<file path="src/rtl/dmem_lsu.sv">
// Load/store unit between the core memory stage and a word-only 1R1W data memory.
// Sub-word stores are read-modify-write; loads are lane-extracted and extended.
module dmem_lsu #(
  parameter int unsigned DEPTH  = 4,
  parameter int unsigned ADDR_W = $clog2(DEPTH) + 2
) (
  input  logic              clk,
  input  logic              rst,
  input  logic              req_valid,
  output logic              req_ready,
  input  logic              req_we,
  input  logic [2:0]        req_funct3,
  input  logic [ADDR_W-1:0] req_addr,
  input  logic [31:0]       req_wdata,
  output logic              resp_valid,
  output logic [31:0]       resp_rdata,
  output logic              resp_err,
  output logic [ADDR_W-1:0] mem_rd_addr,
  input  logic [31:0]       mem_rd_dout,
  output logic [ADDR_W-1:0] mem_wr_addr,
  output logic [31:0]       mem_wr_din,
  output logic              mem_we
);

  typedef enum logic [2:0] {
    S_IDLE,
    S_LOAD,
    S_READ,
    S_WRITE,
    S_RESP
  } state_t;

  state_t              state_q;
  logic [ADDR_W-1:0]   addr_q;
  logic [2:0]          funct3_q;
  logic                we_q;
  logic [31:0]         wdata_q;
  logic [31:0]         old_word_q;
  logic [31:0]         rdata_q;
  logic                err_q;
  logic                resp_valid_q;
  logic                ready_q;
  logic                mem_we_q;
  logic [ADDR_W-1:0]   aligned_addr;
  logic [31:0]         merged_d;

  function automatic logic req_illegal(input logic we, input logic [2:0] f3,
                                       input logic [1:0] a);
    logic bad;
    bad = 1'b1;
    if (we) begin
      case (f3)
        3'b000:  bad = 1'b0;
        3'b001:  bad = a[0];
        3'b010:  bad = |a;
        default: bad = 1'b1;
      endcase
    end else begin
      case (f3)
        3'b000, 3'b100: bad = 1'b0;
        3'b001, 3'b101: bad = a[0];
        3'b010:         bad = |a;
        default:        bad = 1'b1;
      endcase
    end
    return bad;
  endfunction

  function automatic logic [31:0] lane_extract(input logic [2:0] f3, input logic [1:0] off,
                                               input logic [31:0] word);
    logic [7:0]  b;
    logic [15:0] h;
    logic [31:0] r;
    case (off)
      2'd0:    b = word[7:0];
      2'd1:    b = word[15:8];
      2'd2:    b = word[23:16];
      default: b = word[31:24];
    endcase
    h = off[1] ? word[31:16] : word[15:0];
    case (f3)
      3'b000:  r = {{24{b[7]}}, b};
      3'b100:  r = {24'd0, b};
      3'b001:  r = {{16{h[15]}}, h};
      3'b101:  r = {16'd0, h};
      default: r = word;
    endcase
    return r;
  endfunction

  assign aligned_addr = {addr_q[ADDR_W-1:2], 2'b00};

  always_comb begin
    merged_d = old_word_q;
    case (funct3_q[1:0])
      2'b00:   merged_d[{addr_q[1:0], 3'b000} +: 8] = wdata_q[7:0];
      2'b01:   merged_d[{addr_q[1], 4'b0000} +: 16] = wdata_q[15:0];
      default: merged_d = wdata_q;
    endcase
  end

  always_ff @(posedge clk) begin
    if (rst) begin
      state_q      <= S_IDLE;
      addr_q       <= '0;
      funct3_q     <= '0;
      we_q         <= 1'b0;
      wdata_q      <= '0;
      old_word_q   <= '0;
      rdata_q      <= '0;
      err_q        <= 1'b0;
      resp_valid_q <= 1'b0;
      ready_q      <= 1'b1;
      mem_we_q     <= 1'b0;
    end else begin
      case (state_q)
        S_IDLE: begin
          resp_valid_q <= 1'b0;
          if (req_valid && ready_q) begin
            addr_q   <= req_addr;
            funct3_q <= req_funct3;
            we_q     <= req_we;
            wdata_q  <= req_wdata;
            ready_q  <= 1'b0;
            if (req_illegal(req_we, req_funct3, req_addr[1:0])) begin
              rdata_q      <= '0;
              err_q        <= 1'b1;
              resp_valid_q <= 1'b1;
              state_q      <= S_RESP;
            end else if (!req_we) begin
              state_q <= S_LOAD;
            end else if (req_funct3 == 3'b010) begin
              mem_we_q <= 1'b1;
              state_q  <= S_WRITE;
            end else begin
              state_q <= S_READ;
            end
          end
        end
        S_LOAD: begin
          rdata_q      <= lane_extract(funct3_q, addr_q[1:0], mem_rd_dout);
          err_q        <= 1'b0;
          resp_valid_q <= 1'b1;
          state_q      <= S_RESP;
        end
        S_READ: begin
          old_word_q <= mem_rd_dout;
          mem_we_q   <= 1'b1;
          state_q    <= S_WRITE;
        end
        S_WRITE: begin
          mem_we_q     <= 1'b0;
          rdata_q      <= '0;
          err_q        <= 1'b0;
          resp_valid_q <= 1'b1;
          state_q      <= S_RESP;
        end
        S_RESP: begin
          resp_valid_q <= 1'b0;
          ready_q      <= 1'b1;
          state_q      <= S_IDLE;
        end
        default: begin
          resp_valid_q <= 1'b0;
          mem_we_q     <= 1'b0;
          ready_q      <= 1'b1;
          state_q      <= S_IDLE;
        end
      endcase
    end
  end

  // Reset masks the handshake/write strobes combinationally so an asserted
  // reset during WRITE suppresses the memory write in that same cycle.
  assign req_ready   = ready_q & ~rst;
  assign resp_valid  = resp_valid_q & ~rst;
  assign resp_err    = err_q & ~rst;
  assign mem_we      = mem_we_q & ~rst;
  assign resp_rdata  = rdata_q;
  assign mem_rd_addr = (state_q == S_LOAD || state_q == S_READ) ? aligned_addr : '0;
  assign mem_wr_addr = (state_q == S_WRITE) ? aligned_addr : '0;
  assign mem_wr_din  = (state_q == S_WRITE && we_q) ? merged_d : '0;

endmodule

</file>
<file path="config.mk">
export PLATFORM = sky130hd
export DESIGN_NAME = dmem_lsu
export DESIGN_NICKNAME = d
export VERILOG_FILES = /design/src/rtl/dmem_lsu.sv
export SDC_FILE = /design/constraint.sdc
export NUM_CORES = 1
export LEC_CHECK = 0
export CORE_MARGIN = 1.5
export CORE_UTILIZATION = 45
export DETAILED_ROUTE_END_ITERATION = 8
export DONT_BUFFER_PORTS = 1
export GPL_ROUTABILITY_DRIVEN = 1
export PLACE_DENSITY_LB_ADDON = 0.05
export SYNTH_ARGS = -nofsm -noshare
export SYNTH_HDL_FRONTEND = slang
export SYNTH_SLANG_ARGS = --single-unit
export TNS_END_PERCENT = 1
</file>
<file path="constraint.sdc">
create_clock -name clk -period 2.6 [get_ports clk]
set_clock_uncertainty 0.05 [all_clocks]
set_input_delay 0.26 -clock clk [delete_from_list [all_inputs] [get_ports clk]]
set_output_delay 0.26 -clock clk [all_outputs]
set_load 0.01 [all_outputs]
</file>
==> flow_metrics.tcl, run 1 <==
set metrics [dict create \
    outcome "finished clean" \
    timing.critical_path.required_ns 2.29 \
    cts_root_buf "sky130_fd_sc_hd__clkbuf_16" \
    hpwlAfterDp_um 13100 \
    maxCapViolCount 0 \
    flow.area_growth_from_synthesis_pct 18.5 \
    timing.final.setup_violations 0 \
    yosys.cell_types.count 49 \
    number_of_antenna_violations_at_the_first_check_in_global_routing 0 \
    timing.critical_path.from_type "flip-flop" \
    r2r_start "addr_q[1]" \
    final_cells 950 \
    critical_path.cell_chain "inv_2, ha_1, and4_1, a21oi_1, o22ai_1" \
    per_cell_routed_wire_length_um 20.3 \
    seqCellArea_um2 2220 \
    power.leakage_nw 2.39 \
    cts_tree "yes" \
    detail_route.wirelength_um 19300 \
    layout.nets 854 \
    layout_commonest_cell "sky130_fd_sc_hd__nand2_1" \
    floorplan.initialDensity_pct 46.1 \
    critPathBufInv 1 \
    cp_data_arrival_time_ns 2.13 \
    period_utilisation_layout_pct 93.9 \
    synth.ff_latch_count 111 \
    worst-path-max-fanout 10 \
    synthCells 733 \
    worst_slew_pin_slew_ns 0.593 \
    layout-drive-gt1-share_pct 9.38 \
    htreeDepth 3 \
    vdd.ir_drop.worst_v 0.000345 \
    num_vias 5783 \
    grtUsageTotal_pct 28.6 \
    pin_count_of_the_biggest_net_entering_global_routing 78 \
    grt_pass1_vias 5383 \
    ys.warnings.count 0 \
    synthesis.area_um2 5810 \
    final_cell_mix "sky130_fd_sc_hd__nand2_1 (165), sky130_fd_sc_hd__dfxtp_1 (109), sky130_fd_sc_hd__a21oi_1 (103)" \
    clkTransAtPathRegs_ns 0.08 \
    syn_area_per_cell_um2 7.93 \
    drcViolationCount 0 \
    grt_setup_unrepaired "true" \
    yosysSeqAreaShare_pct 38.2 \
    clock.fmax_mhz 410 \
    finalWeightedCongestion 0.883 \
    critical_path.endpoint_type "output pin" \
    synth_edf_count 0 \
    core_area_um2 12600 \
    die_w_um 117 \
    hold_violation_total_from_the_final_report 0 \
    globalRouteOverflowTotal 0 \
    std_cell_rows 41 \
    antennaDiodeCount 0 \
    ff2ff_setup_slack_ns 0.28 \
    ys_async_sr_fraction_pct 0 \
    final.fill_count 1255 \
    tightest_hold_check_type "in -> reg" \
    io-pin-count 151 \
    timing.slew.headroom_pct 60.3 \
    final.min_clock_period_ns 2.44 \
    port-buffer-count 0 \
    cts.repair_timing.setup_buffer_count 0 \
    grt_pass1_wl_um 29600 \
    path_delay_family "compound AO/OA/AOI/OAI gates" \
    via_per_inst 6.09 \
    type_of_the_setup_path_with_the_least_slack "reg -> out" \
    cp.depth 5 \
    ant_nets 0 \
    dr_iter_0_viols 637 \
    timing.final.max_slew_violations 0 \
    clock_sink_count 111 \
    die_area_um2 13600 \
    worstRegToRegCells 6 \
    post-place-cells 878 \
    cts_buf_count 9 \
    worst_skew_pair.late_latency_ns 0.36 \
    cp_slowest_stage_delay_ns 0.45 \
    power.density_nw_per_um2 559 \
    cts.path.max_buffers 2 \
    dieHeight_um 117 \
    multiInputGateArea_um2 3300 \
    drt_first_pass_iters 8 \
    critPathCapture "mem_wr_din[14]" \
    yosys_most_used_dff "sky130_fd_sc_hd__dfxtp_1" \
    reg2reg_to "resp_rdata[18]" \
    finalHoldWorstSlack_ns 0.00771 \
    worst_setup_path_startpoint "addr_q[1]" \
    critPathSlowestCell "sky130_fd_sc_hd__and4_1" \
    fin_tns_setup_ns 0 \
]
-- layer usage --
layer	global-route usage, %	up-vias	part of all wire [%]
li1	-	2718	-
met1	36.5	2738	41
met2	47.2	278	48
met3	6.49	49	7.8
met4	11.0	0	2.9
met5	0	-	0
-- power by group --
part / leakage (nW) / internal (W) / switching [W] / total, W
Clock: 0.129 / 0.000680 / 0.000645 / 0.00133
Sequential: 0.902 / 0.00177 / 0.0000852 / 0.00186
Combinational: 1.36 / 0.000291 / 0.000381 / 0.000672
-- registers in the layout, summed over array words and instances, names as in the netlist --
name / flops
old_word_q: 32
resp_rdata: 32
wdata_q: 32
addr_q: 4
funct3_q: 3
state_q: 3
err_q: 1
mem_we_q: 1
ready_q: 1
resp_valid_q: 1
we_q: 1
-- Yosys cell counts, types with 2 or more instances --
cell                          n  area (µm²)
sky130_fd_sc_hd__o21ai_1      7        35.0
sky130_fd_sc_hd__o21a_1       2        15.0
sky130_fd_sc_hd__nand3_1      3        15.0
sky130_fd_sc_hd__buf_1        4        15.0
sky130_fd_sc_hd__o22ai_1     24         150
sky130_fd_sc_hd__buf_4        4        30.0
sky130_fd_sc_hd__a221oi_1    17         149
sky130_fd_sc_hd__ha_1         6        75.1
sky130_fd_sc_hd__nor2b_1     27         169
sky130_fd_sc_hd__mux2_2       8        90.1
sky130_fd_sc_hd__inv_2        4        15.0
sky130_fd_sc_hd__buf_2       14        70.1
sky130_fd_sc_hd__nor2_1      20        75.1
sky130_fd_sc_hd__a221o_1      9        90.1
sky130_fd_sc_hd__dfxtp_1    111        2220
sky130_fd_sc_hd__o32a_1       7        70.1
sky130_fd_sc_hd__nor3_1      21         105
sky130_fd_sc_hd__a22oi_1      9        67.6
sky130_fd_sc_hd__o2bb2ai_1    8        70.1
sky130_fd_sc_hd__a21oi_1    103         515
sky130_fd_sc_hd__inv_1        4        15.0
sky130_fd_sc_hd__mux2_1       8        90.1
sky130_fd_sc_hd__nand2_1    165         619
sky130_fd_sc_hd__mux2i_1      8        80.1
sky130_fd_sc_hd__a32o_1      16         160
sky130_fd_sc_hd__a22o_1      16         140
sky130_fd_sc_hd__nand2b_1    32         200
sky130_fd_sc_hd__a222oi_1     7        70.1
sky130_fd_sc_hd__and2_1       3        18.8
sky130_fd_sc_hd__and4_1       3        26.3
sky130_fd_sc_hd__or2_1        3        18.8
sky130_fd_sc_hd__clkbuf_1    41         154
sky130_fd_sc_hd__and3_1       2        12.5
sky130_fd_sc_hd__buf_6        2        22.5
-- cells by family (layout without fill, tap and decap cells) --
kind of cell	count (synthesis)	in the layout	share of synthesized area (%)
fa+ha+maj	6	6	1.29
mux	24	24	4.48
buf+inv	73	115	5.53
compound gates	233	233	27.8
simple gates	284	284	22.5
xor+xnor	1	1	0.151
flops	111	111	38.2
other cells	1	4	0.0645
-- worst min-delay path by stage --
stage,startpoint,endpoint,cells after the start
floorplan,req_wdata[16],wdata_q[16],2
global placement,rst,addr_q[3],1
detailed placement,rst,mem_we_q,1
CTS,req_wdata[12],wdata_q[12],2
global route,mem_rd_dout[20],old_word_q[20],2
finish,mem_rd_dout[22],old_word_q[22],2
-- metrics by stage --
| step | power (W) | setup slack [ns] | utilization, % | instance area, µm² |
|---|---|---|---|---|
| after floorplan | 0.00234 | 0.180 | - | 5830 |
| after global placement | 0.00245 | 0.378 | 47.7 | 6030 |
| after detailed placement | 0.00246 | 0.261 | 47.7 | 6030 |
| after CTS | 0.00386 | 0.0490 | 54.4 | 6870 |
| after global routing | 0.00403 | -0.0124 | 54.6 | 6890 |
| final | 0.00385 | 0.159 | 54.6 | 6890 |
-- layout make-up --
class | count | area share (%)
multi-input cells | 552 | 47.9
flip-flops and latches | 111 | 32.3
repair buffers | 91 | 12.2
clock buffers | 12 | 3.58
well taps | 172 | 3.12
inverters | 8 | 0.436
clock inverters | 4 | 0.418
-- repair_timing --
item	in CTS	in global routing
hold buffers	55	1
resized for setup	0	4
setup endpoints to repair	0	26
hold endpoints to repair	77	1
Note: power is estimated with default switching activity, not from simulation.
==> run 2, diff against run 1 <==
- ABC_AREA: not set -> 1
- SLEW_MARGIN: not set -> 30
==> flow_metrics.tcl, run 2 <==
set metrics [dict create \
    outcome "finished, violations left" \
    violations "negative hold slack" \
    hpwlAfterDp_um 16100 \
    synthesis.area_um2 6450 \
    power_report.internal_total_w 0.00285 \
    final_cell_mix "sky130_fd_sc_hd__nand2_1 (225), sky130_fd_sc_hd__a21oi_1 (184), sky130_fd_sc_hd__inv_1 (111), sky130_fd_sc_hd__dfxtp_1 (111), sky130_fd_sc_hd__o21ai_0 (72)" \
    type_of_the_setup_path_with_the_least_slack "reg -> out" \
    pin_count_of_the_biggest_net_entering_global_routing 66 \
    tightest_hold_check_type "in -> reg" \
    cts.repair_timing.setup_buffer_count 0 \
    globalRouteOverflowTotal 0 \
    yosys_most_used_dff "sky130_fd_sc_hd__dfxtp_1" \
    yosys.cell_types.count 34 \
    post-place-cells 1161 \
    htreeDepth 3 \
    ys_async_sr_fraction_pct 0 \
    core_area_um2 13900 \
    comb_power_share_pct 25.2 \
    timing.hold.worst_path_depth 2 \
    maxCapViolCount 0 \
    finalWorstSetupSlack_ns 0.105 \
    grtUsageTotal_pct 29.8 \
    period_utilisation_layout_pct 96.0 \
    layout.nets 1083 \
    yosysSeqAreaShare_pct 34.5 \
    worstRegToRegCells 12 \
    synth_edf_count 0 \
    swShare_pct 37.1 \
    final_cells 1187 \
    cp_slowest_stage_delay_ns 0.34 \
    port-buffer-count 0 \
    detail_route.wirelength_um 22400 \
    dr_iter_0_viols 470 \
    antennaDiodeCount 0 \
    grt_setup_unrepaired "true" \
    worst_hold_path.endpoint "wdata_q[10]" \
    critPathSlowestCell "sky130_fd_sc_hd__nor3_4" \
    critical_path.cell_chain "inv_1, ha_1, inv_2, nor3_4, nand3_1, nand2_1, nand2_1, a21oi_1, buf_4" \
    ant_nets 0 \
    cts_tree "yes" \
    drt_first_pass_iters 5 \
    grt_pass1_wl_um 34200 \
    placement.setup.worst_slack_ns 0.368 \
    final.min_clock_period_ns 2.49 \
    r2r_start "addr_q[1]" \
    layout_commonest_cell "sky130_fd_sc_hd__nand2_1" \
    dieHeight_um 123 \
    per_cell_routed_wire_length_um 18.9 \
    cts_root_buf "sky130_fd_sc_hd__clkbuf_16" \
    cp_data_arrival_time_ns 2.18 \
    io-pin-count 151 \
    finalHoldWorstSlack_ns -0.000312 \
    cts.path.max_buffers 2 \
    worst-path-max-fanout 10 \
    layout-drive-gt1-share_pct 12.0 \
    groute.layer.met3.usage_pct 6.64 \
    path_delay_family "simple AND/OR/NAND/NOR gates" \
    floorplan.initialDensity_pct 46.3 \
    timing.final.setup_violations 0 \
    ff2ff_setup_slack_ns 0.30 \
    synth.most_common_cell "sky130_fd_sc_hd__nand2_1" \
    timing.critical_path.required_ns 2.29 \
    grt_pass1_vias 6230 \
    via_per_inst 5.66 \
    clkTransAtPathRegs_ns 0.08 \
    worst_slew_pin_slew_ns 0.779 \
    ys_top_cells_by_area "sky130_fd_sc_hd__dfxtp_1 (34%), sky130_fd_sc_hd__a21oi_1 (14%), sky130_fd_sc_hd__nand2_1 (13%)" \
    ys.warnings.count 0 \
    flow.area_growth_from_synthesis_pct 11.0 \
    timing.slew.headroom_pct 47.9 \
    switching_power_w 0.00168 \
    finalWeightedCongestion 0.875 \
    power.leakage_nw 2.90 \
    timing.critical_path.from_type "flip-flop" \
    clock.fmax_mhz 401 \
    synthCells 996 \
    vdd.ir_drop.worst_v 0.000382 \
    netlist.area_leader.share_pct 34.5 \
    critPathBufInv 3 \
    num_vias 6718 \
    hold_violation_total_from_the_final_report 1 \
    seq_power_share_pct 42.9 \
    power.density_nw_per_um2 633 \
    cts_buf_count 9 \
    critical_path.most_common_cell "sky130_fd_sc_hd__nand2_1" \
    clock_power_share_pct 31.8 \
    clock_sink_count 111 \
    min-delay-start "req_wdata[10]" \
    die_w_um 123 \
    synth.ff_latch_count 111 \
    yosys-top-cells-count "sky130_fd_sc_hd__nand2_1 (227), sky130_fd_sc_hd__a21oi_1 (184), sky130_fd_sc_hd__dfxtp_1 (111), sky130_fd_sc_hd__inv_1 (111), sky130_fd_sc_hd__o21ai_0 (72)" \
    busiest_layer "met2" \
    number_of_antenna_violations_at_the_first_check_in_global_routing 0 \
    die_area_um2 15100 \
    groute.layer.met2.usage_pct 48.1 \
    std_cell_rows 43 \
    reg2reg_to "resp_rdata[19]" \
    critical_path.endpoint_type "output pin" \
    yosysTopAreaCell "sky130_fd_sc_hd__dfxtp_1" \
    fin_tns_setup_ns 0 \
    worst_skew_pair.late_latency_ns 0.37 \
    drcViolationCount 0 \
    syn_area_per_cell_um2 6.47 \
    groute.layer.met1.usage_pct 39.9 \
    timing.final.max_slew_violations 0 \
]
==> run 2: cell types whose count changed in the layout (fill, tap and decap cells not counted), sizes merged, moves of 17 or more <==
| cell | delta |
|---|---|
| a21oi | +91 |
| a221oi | -17 |
| buf | +21 |
| dlygate4sd3 | -46 |
| inv | +114 |
| nand2 | +78 |
| nand2b | -32 |
| nand3 | +63 |
| nor2 | +22 |
| nor2b | -27 |
| o21ai | +65 |
==> run 2: final cells by class <==
class	count	area [µm²]
Fill cell	1492	6780
Multi-Input combinational cell	692	3390
Sequential cell	111	2220
Timing Repair Buffer	66	547
Inverter	122	470
Clock buffer	9	225
Tap cell	180	225
Clock inverter	7	73.8
==> run 2: worst max path at each step <==
stage / start / to / slack [ns] / depth (start not counted)
after CTS: addr_q[1] / mem_wr_din[11] / 0.08 / 8
after detailed placement: addr_q[1] / resp_rdata[19] / 0.37 / 12
after global placement: addr_q[1] / resp_rdata[18] / 0.42 / 12
after global routing: state_q[0] / mem_wr_din[0] / -0.04 / 9
final: addr_q[0] / mem_wr_din[0] / 0.11 / 9
after floorplan: addr_q[1] / mem_wr_din[16] / 0.17 / 11
==> run 2: worst register-to-register path: stages, from the launching register on <==
cell and delay (ns):
sky130_fd_sc_hd__dfxtp_1 0.34, sky130_fd_sc_hd__inv_4 0.11, sky130_fd_sc_hd__buf_4 0.27, sky130_fd_sc_hd__ha_1 0.28, sky130_fd_sc_hd__buf_4 0.20, sky130_fd_sc_hd__nand2_1 0.07, sky130_fd_sc_hd__nand2_1 0.06, sky130_fd_sc_hd__inv_1 0.04
sky130_fd_sc_hd__nand2_1 0.12, sky130_fd_sc_hd__nand3_4 0.16, sky130_fd_sc_hd__nand2_4 0.27, sky130_fd_sc_hd__nand2_1 0.11, sky130_fd_sc_hd__a21oi_1 0.16
==> run 2: per-stage QoR <==
stage               hold slack (ns)  cell area (µm²)  power [W]  utilization (%)
CTS                        0.000470             7140    0.00453             51.2
floorplan                     0.353             6460    0.00282                -
global route                0.00323             7150    0.00476             51.3
finish                    -0.000312             7150    0.00453             51.3
detailed placement            0.281             6730    0.00308             48.3
global placement              0.280             6730    0.00306             48.3
==> run 2: logic make-up (layout without fill, tap and decap cells) <==
family	after synthesis	count (layout)	synth area share [%]
simple gates	366	366	24.5
compound gates	316	316	26.3
buf+inv	196	204	13.5
flops	111	111	34.5
fa+ha+maj	6	6	1.16
other cells	1	4	0.0582
==> run 2: power by group through the flow <==
| stage | sequential, W | combinational (W) | clock (W) |
|---|---|---|---|
| final | 0.00195 | 0.00114 | 0.00144 |
| after CTS | 0.00194 | 0.00113 | 0.00146 |
| after global routing | 0.00196 | 0.00127 | 0.00152 |
| after detailed placement | 0.00198 | 0.00110 | 0 |
| after global placement | 0.00198 | 0.00108 | 0 |
| after floorplan | 0.00194 | 0.000881 | 0 |
==> run 2: repair_timing <==
item                                   CTS  global route
resized for setup                        0             5
setup endpoints to repair                0            25
endpoints found under the hold margin   49             0
hold buffers                            10             0
==> run 2: per-layer routing <==
metal	share of wire, %	vias up
met5	0	-
met4	1.7	0
met3	7.4	33
met2	47	255
met1	44	3144
li1	-	3286
